[src/rtl/rf_scrubber.sv]
`default_nettype none
// ============================================================================
// Module   : rf_scrubber
// Purpose  : Background ECC scrubber that walks the register file using idle
//            RF read/write port cycles. Define RF_SCRUB_CNT_EN to build the
//            corrected-error counter.
// Revision : 1.0
// ============================================================================
module rf_scrubber #(
   parameter int IDLE_WAIT = 16,
   parameter int FIRST_REG = 1,
   parameter int LAST_REG  = 31
) (
   input  logic        s_clk_i,
   input  logic        s_reset_i,
   input  logic        s_enable_i,
   input  logic        s_op_rp_busy_i,
   input  logic        s_wb_we_i,
   input  logic [4:0]  s_wb_rd_i,
   input  logic        s_rf_ce_i,
   input  logic        s_rf_uce_i,
   input  logic [31:0] s_rf_cval_i,
   output logic        s_scrub_rreq_o,
   output logic [4:0]  s_scrub_radd_o,
   output logic        s_scrub_we_o,
   output logic [4:0]  s_scrub_wadd_o,
   output logic [31:0] s_scrub_wval_o,
   output logic        s_busy_o,
   output logic        s_uce_o,
   output logic [15:0] s_ce_cnt_o
);

   localparam int                  c_WAIT_W    = (IDLE_WAIT > 1) ? $clog2(IDLE_WAIT) : 1;
   localparam logic [c_WAIT_W-1:0] c_WAIT_LAST = c_WAIT_W'(IDLE_WAIT - 1);
   localparam logic [c_WAIT_W-1:0] c_WAIT_ONE  = c_WAIT_W'(1);
   localparam logic [4:0]          c_FIRST     = 5'(FIRST_REG);
   localparam logic [4:0]          c_LAST      = 5'(LAST_REG);

   typedef enum logic [1:0] {
      ST_IDLE  = 2'd0,
      ST_READ  = 2'd1,
      ST_CHECK = 2'd2,
      ST_WRITE = 2'd3
   } state_t;

   state_t              r_state;
   logic [c_WAIT_W-1:0] r_wait;
   logic [4:0]          r_addr;
   logic [31:0]         r_cval;
   logic                r_uce;

   logic                w_grant;
   logic                w_stale;
   logic                w_write_done;
   logic [4:0]          w_addr_next;

   assign w_grant      = (r_state == ST_READ) & ~s_op_rp_busy_i;
   // A WB write to the address being scrubbed makes the read value obsolete.
   assign w_stale      = s_wb_we_i & (s_wb_rd_i == r_addr);
   assign w_write_done = (r_state == ST_WRITE) & ~s_wb_we_i;
   assign w_addr_next  = (r_addr == c_LAST) ? c_FIRST : r_addr + 5'd1;

   always_ff @(posedge s_clk_i or posedge s_reset_i) begin
      if (s_reset_i) begin
         r_state <= ST_IDLE;
         r_wait  <= '0;
         r_addr  <= c_FIRST;
         r_cval  <= '0;
         r_uce   <= 1'b0;
      end else begin
         r_uce <= 1'b0;
         case (r_state)
            ST_IDLE: begin
               if (!s_enable_i) begin
                  r_wait <= '0;
               end else if (r_wait == c_WAIT_LAST) begin
                  r_wait  <= '0;
                  r_state <= ST_READ;
               end else begin
                  r_wait <= r_wait + c_WAIT_ONE;
               end
            end
            ST_READ: begin
               if (w_grant) begin
                  r_state <= ST_CHECK;
               end else if (!s_enable_i) begin
                  r_state <= ST_IDLE;
               end
            end
            ST_CHECK: begin
               if (s_rf_uce_i) begin
                  r_uce   <= 1'b1;
                  r_addr  <= w_addr_next;
                  r_state <= ST_IDLE;
               end else if (w_stale || !s_rf_ce_i) begin
                  r_addr  <= w_addr_next;
                  r_state <= ST_IDLE;
               end else begin
                  r_cval  <= s_rf_cval_i;
                  r_state <= ST_WRITE;
               end
            end
            ST_WRITE: begin
               if (w_write_done || w_stale) begin
                  r_addr  <= w_addr_next;
                  r_state <= ST_IDLE;
               end
            end
            default: r_state <= ST_IDLE;
         endcase
      end
   end

`ifdef RF_SCRUB_CNT_EN
   logic [15:0] r_ce_cnt;

   always_ff @(posedge s_clk_i or posedge s_reset_i) begin
      if (s_reset_i) begin
         r_ce_cnt <= '0;
      end else if (w_write_done && (r_ce_cnt != 16'hFFFF)) begin
         r_ce_cnt <= r_ce_cnt + 16'd1;
      end
   end

   assign s_ce_cnt_o = r_ce_cnt;
`else
   assign s_ce_cnt_o = 16'h0;
`endif

   assign s_scrub_rreq_o = (r_state == ST_READ);
   assign s_scrub_radd_o = r_addr;
   assign s_scrub_we_o   = w_write_done;
   assign s_scrub_wadd_o = r_addr;
   assign s_scrub_wval_o = r_cval;
   assign s_busy_o       = (r_state != ST_IDLE);
   assign s_uce_o        = r_uce;

endmodule
`default_nettype wire

[config.mk]
export PLATFORM = sky130hd
export DESIGN_NAME = rf_scrubber
export DESIGN_NICKNAME = d
export VERILOG_FILES = /design/src/rtl/rf_scrubber.sv
export SDC_FILE = /design/constraint.sdc
export NUM_CORES = 1
export LEC_CHECK = 0
export BUFFER_PORTS_ARGS = -buffer_cell sky130_fd_sc_hd__buf_2
export CAP_MARGIN = 30
export CORE_ASPECT_RATIO = 2
export CORE_MARGIN = 3
export CORE_UTILIZATION = 46
export DETAILED_ROUTE_END_ITERATION = 16
export GPL_ROUTABILITY_DRIVEN = 0
export GPL_TIMING_DRIVEN = 0
export PLACE_DENSITY = 0.9
export SLEW_MARGIN = 0
export SYNTH_ARGS = -nofsm -noshare
export SYNTH_HDL_FRONTEND = slang
export SYNTH_SLANG_ARGS = --single-unit
[constraint.sdc]
create_clock -name s_clk_i -period 1.85 [get_ports s_clk_i]
set_input_delay 0 -clock s_clk_i [delete_from_list [all_inputs] [get_ports s_clk_i]]
set_output_delay 0 -clock s_clk_i [all_outputs]
set_load 0.01 [all_outputs]
Yosys cells after proc, flatten, opt, wreduce, memory -nomap -nowiden:

Cells that the tools add are included.

* register bits: 44
* bits in latches: 0
* memory bits (writable): 0
* memory bits (read-only): 0
* bits of input ports: 44
* output and inout port bits: 62
* word-level logic and storage cells: 51
* memories kept: 0

* add/sub/neg operators: 2
* multiply operators: 0
* divide/modulo/power cells: 0
* order comparisons: 0
* equal/unequal tests: 11
* shifts and indexed selects: 0
* multiplexer cells: 17
* bitwise logic cells: 7
* reduce and logical (&&, ||, !) cells: 9

Operators by type and width (number)
* two-way mux 5 bit: 4
* two-way mux 2 bit: 7
* case mux 5 bit (2 select lines): 1
* two-way mux 4 bit: 2
* case mux 2 bit (4 select lines): 1
* AND reduction 3 bit: 2
* adder 5 x 1 -> 5 bit (second input constant): 1
* == test 5 bit: 1
* == test 5 bit (second input constant): 1
* adder 4 x 1 -> 4 bit (second input constant): 1
* == test 2 bit (second input constant): 2
* == test 4 bit (second input constant): 1
* inequality test 2 bit (second input constant): 2
* NOT 1 bit: 4
* AND reduction 4 bit: 1
* nonzero test 2 bit: 2
* AND 1 bit: 3
* inequality test 3 x 2 -> 1 bit (second input constant): 1
* inequality test 3 bit (second input constant): 1
* == test 2 x 1 -> 1 bit (second input constant): 1
* zero test 2 bit: 1
* logical OR 1 bit: 2
* two-way mux 1 bit: 2
* inequality test 2 x 1 -> 1 bit (second input constant): 1
* zero test 1 bit: 1

Longest topological paths before layout:

* depth in word-level cells: 6
* depth in mapped cells: 6
* mapped depth without buffers: 5

Least setup slack after synthesis:

Ideal clock, no wire load.

* path type: register to register
* start point: register r_addr[0] (netlist: s_scrub_radd_o[0])
* end point: register r_cval[0] (netlist: s_scrub_wval_o[0])
* setup time: 0.125 ns
* arrival time: 1.444 ns
* required time: 1.725 ns
* setup slack: 0.281 ns
* stages on the path, launching flop included: 7
* path buffers: 1
* clock period less this slack: 1.569 ns
* cell sequence: dfstp_2 xor2_1 nor2_1 nand2_4 nand2_8 buf_12 mux2_4

* cells in the longest elaborated chain, start to end: 5

RTL lines
* start, declared: line 48 `logic [4:0] r_addr;`
* start signal, assigned: line 67 `r_addr <= c_FIRST;`
* start signal, assigned: line 93 `r_addr <= w_addr_next;`
* start signal, assigned: line 96 `r_addr <= w_addr_next;`
* == test 5 bit: line 59 `assign w_stale = s_wb_we_i & (s_wb_rd_i == r_addr);`
* AND 1 bit: line 59
* logical OR 1 bit: line 95 `end else if (w_stale || !s_rf_ce_i) begin`
* NOT 1 bit (no source line)
* AND reduction 3 bit (no source line)
* end signal, assigned: line 99 `r_cval <= s_rf_cval_i;`
* end, declared: line 49 `logic [31:0] r_cval;`

No other way between the ends.
A chain may end at the register's enable or synchronous reset.

Worst setup path after layout:

* start point: register r_addr[0] (netlist: s_scrub_radd_o[0])
* end point: register r_addr[2] (netlist: s_scrub_radd_o[2])

* cells in the longest elaborated chain, start to end: 5
* elaborated cells between the ends (all ways): 14
* those cells by class: 1 x add/sub; 4 x eq/ne; 5 x mux; 1 x bitwise; 3 x reduce/logical

RTL lines
* adder 5 x 1 -> 5 bit (tied with other cells): line 61 `assign w_addr_next = (r_addr == c_LAST) ? c_FIRST : r_addr + 5'd1;`
* two-way mux 5 bit / AND 1 bit (equally long branches): line 61, 59
* two-way mux 5 bit (tied with other cells): line 95
* two-way mux 5 bit (tied with other cells): line 91 `if (s_rf_uce_i) begin`
* case mux 5 bit (2 select lines) / AND reduction 3 bit (equally long branches)

Parallel ways exist; a longest one is shown, timed or not. The select of a mux whose other input is x is not followed.

==> impl_metrics.json <==
{
  "die_x_um": 55.2,
  "cap_viol_max_count": 0,
  "finalWorstSetupSlack_ns": 0.145,
  "reg2reg_to": "s_scrub_radd_o[2]$_DFFE_PP0P_",
  "fin_skew_ns": 0.00465,
  "layout-drive-gt1-share_pct": 52.6,
  "rr_worst_depth": 5,
  "grtUsageTotal_pct": 18.5,
  "cts-root-buf": "clkbuf_8",
  "drc": 0,
  "ys_warn_count": 0,
  "grt_max_degree": 45,
  "placed_cell_area_um2": 2800,
  "cts_buffer_depth": 2,
  "final_cell_count_no_fill": 365,
  "clkLatencyLatePin_ns": 0.29,
  "multi_input_area_um2": 950,
  "cp_cell_sequence": "ha_1 -> and3_2 -> ha_1 -> o21ai_0 -> a22o_1",
  "fin_tns_setup_ns": 0,
  "synth_top_cells_by_count": "dfrtp_1, mux2_4, buf_4",
  "grt_pass1_wl_um": 8510,
  "min_period_over_period_pct": 92.2,
  "critPathTopFamily": "flip-flops",
  "max_freq_ghz": 0.586,
  "synth_edf_count": 0,
  "syn_to_final_growth_pct": 45.5,
  "synth_cell_types": 33,
  "slowest_delay_ns": 0.60,
  "crit_path_frequent_cell": "ha_1",
  "cts_tree": "yes",
  "setup_violations": 0,
  "seq_area_um2": 1100,
  "hold_buffers": 35,
  "period_minus_slack_ns": 1.71,
  "cts.htree.levels": 2,
  "wl_met2_um": 2890,
  "hold_class": "in -> reg",
  "p_leak_uw": 0.00191,
  "cellPowerDensity_nw_per_um2": 677,
  "rrSetupSlack_ns": 0.14,
  "dp_cells": 322,
  "worstHoldStart": "s_enable_i",
  "cts_setup_buffers": 0,
  "synth_top_area_share_pct": 48.3,
  "synthCells": 163,
  "drtIter0Drc": 36,
  "rows": 35,
  "io_pins": 106,
  "critPathRequiredTime_ns": 2.03,
  "yosys.area.top_type": "dfrtp_1",
  "routed_wl_um": 5150,
  "port_buffers": 89,
  "grt_overflow_total": 0,
  "cp_max_fo": 7,
  "crit_slowest_cell": "dfstp_2",
  "critPathCaptureType": "flip-flop",
  "antenna_cells": 0,
  "place_worst_setup_slack_ns": 0.176,
  "ys_ff_latch": 44,
  "antenna_found_initial": 0,
  "ys.flop_type": "dfrtp_1",
  "reg2reg_from": "s_scrub_radd_o[0]$_DFFE_PP1P_",
  "core_area_um2": 4640,
  "rsz0062_at_grt": "no",
  "critical_path_class": "reg -> reg",
  "vias": 1707,
  "start_util_pct": 48.0,
  "fill_cells": 366,
  "first_pass_iters": 4,
  "layout.nets": 356,
  "path_buf_inv": 0,
  "cts_buffers": 5,
  "async_reset_ff_share_pct": 100,
  "drv_slew": 0,
  "cts.sinks": 44,
  "finalHoldViolCount": 0,
  "yosys-top-cells-area": "dfrtp_1, mux2_4, buf_4",
  "syn_area_um2": 2230,
  "ctsResizeCount": 0,
  "wire_per_inst_um": 14.1,
  "postSynthAreaPerCell_um2": 13.7,
  "wl_met1_um": 1860,
  "arrival_ns": 1.88,
  "start_kind": "flip-flop",
  "fin_area_um2": 3240,
  "hold_path_depth": 3,
  "top_layer": "met4",
  "status": "finished clean",
  "clk_pin_slew_ns": 0.08,
  "synth.most_common_cell": "dfrtp_1",
  "post-dp-hpwl_um": 3670,
  "avgViaCountPerCell": 4.68,
  "peakVddDrop_mv": 0.632,
  "route.met3.wl_um": 255,
  "tightest_slew_ns": 0.895,
  "grt_pass1_vias": 1814,
  "hold_end": "r_wait[1]$_DFFE_PP0N_",
  "yosysSeqAreaShare_pct": 49.4,
  "power_uw": 2200,
  "die-area_um2": 5770,
  "fp.dieH_um": 104,
  "max-slew-margin-rel_pct": 40.2,
  "antenna_left": 0
}
-- per-layer routing --
| layer | vias up | track usage, % |
|---|---|---|
| li1 | 815 | - |
| met1 | 811 | 19.9 |
| met2 | 71 | 34.6 |
| met3 | 10 | 2.61 |
| met4 | 0 | 8.35 |
| met5 | - | 0 |
-- power breakdown --
part	switching [uW]	internal (uW)	leakage [uW]	total [uW]
Sequential	58.8	1040	0.000596	1100
Combinational	193	282	0.00127	475
Clock	319	304	0.0000445	622
Total	570	1630	0.00191	2200
-- worst min-delay path, delay by kind of cell --
kind | cells | cell delay (ns)
buf+inv | 1 | 0.14
simple gates | 2 | 0.14
-- how the worst max path moves through the flow --
stage	start	endpoint	slack (ns)	cells after the start
2_1_floorplan	s_scrub_radd_o[0]$_DFFE_PP1P_	s_scrub_wval_o[0]$_DFFE_PP0P_	0.28	6
3_3_place_gp	s_scrub_radd_o[4]$_DFFE_PP0P_	s_scrub_wval_o[2]$_DFFE_PP0P_	0.23	6
3_5_place_dp	s_scrub_radd_o[0]$_DFFE_PP1P_	s_scrub_radd_o[2]$_DFFE_PP0P_	0.18	5
4_1_cts	s_scrub_radd_o[0]$_DFFE_PP1P_	s_scrub_radd_o[2]$_DFFE_PP0P_	0.17	5
5_1_grt	s_scrub_radd_o[0]$_DFFE_PP1P_	s_scrub_radd_o[2]$_DFFE_PP0P_	0.04	5
6_report	s_scrub_radd_o[0]$_DFFE_PP1P_	s_scrub_radd_o[2]$_DFFE_PP0P_	0.14	5
-- cells in the final DEF, fill, tap and decap left out, types with 3 or more instances in the layout --
cell type and count:
buf_2 90, dfrtp_1 43, dlygate4sd3_1 35, mux2_4 32
buf_4 21, conb_1 16, o21ai_0 9, nand2_1 6
clkbuf_8 6, nor2_1 5, nand3_1 5, xnor2_1 3
buf_12 3, nor3b_1 3, ha_1 3
-- metrics by stage --
step,hold WS [ns],util (%)
final,0.0138,69.9
after global routing,0.0312,69.9
after CTS,0.00560,69.9
after detailed placement,0.234,60.3
after global placement,0.225,60.3
after floorplan,0.0475,-
-- layout make-up --
class | instances | share of cell area, %
flip-flops and latches | 44 | 34.0
inverters | 3 | 0.347
plain buffers | 25 | 6.86
well taps | 55 | 2.12
repair buffers | 124 | 24.5
multi-input cells | 106 | 29.3
clock buffers | 7 | 2.66
clock inverters | 1 | 0.231
-- state kept, by name, indices dropped and copies added (netlist names) --
signal	cells
s_scrub_wval_o	32
s_scrub_radd_o	5
r_wait	4
r_state	2
s_uce_o	1
-- kinds of logic after synthesis --
| logic type | share of synthesized area, % |
|---|---|
| compound gates | 4.43 |
| xor+xnor | 1.96 |
| fa+ha+maj | 1.68 |
| buf+inv | 10.5 |
| flops | 49.4 |
| mux | 22.6 |
| other cells | 0.168 |
| simple gates | 9.26 |
No activity file was read; power rests on OpenSTA's default activity.
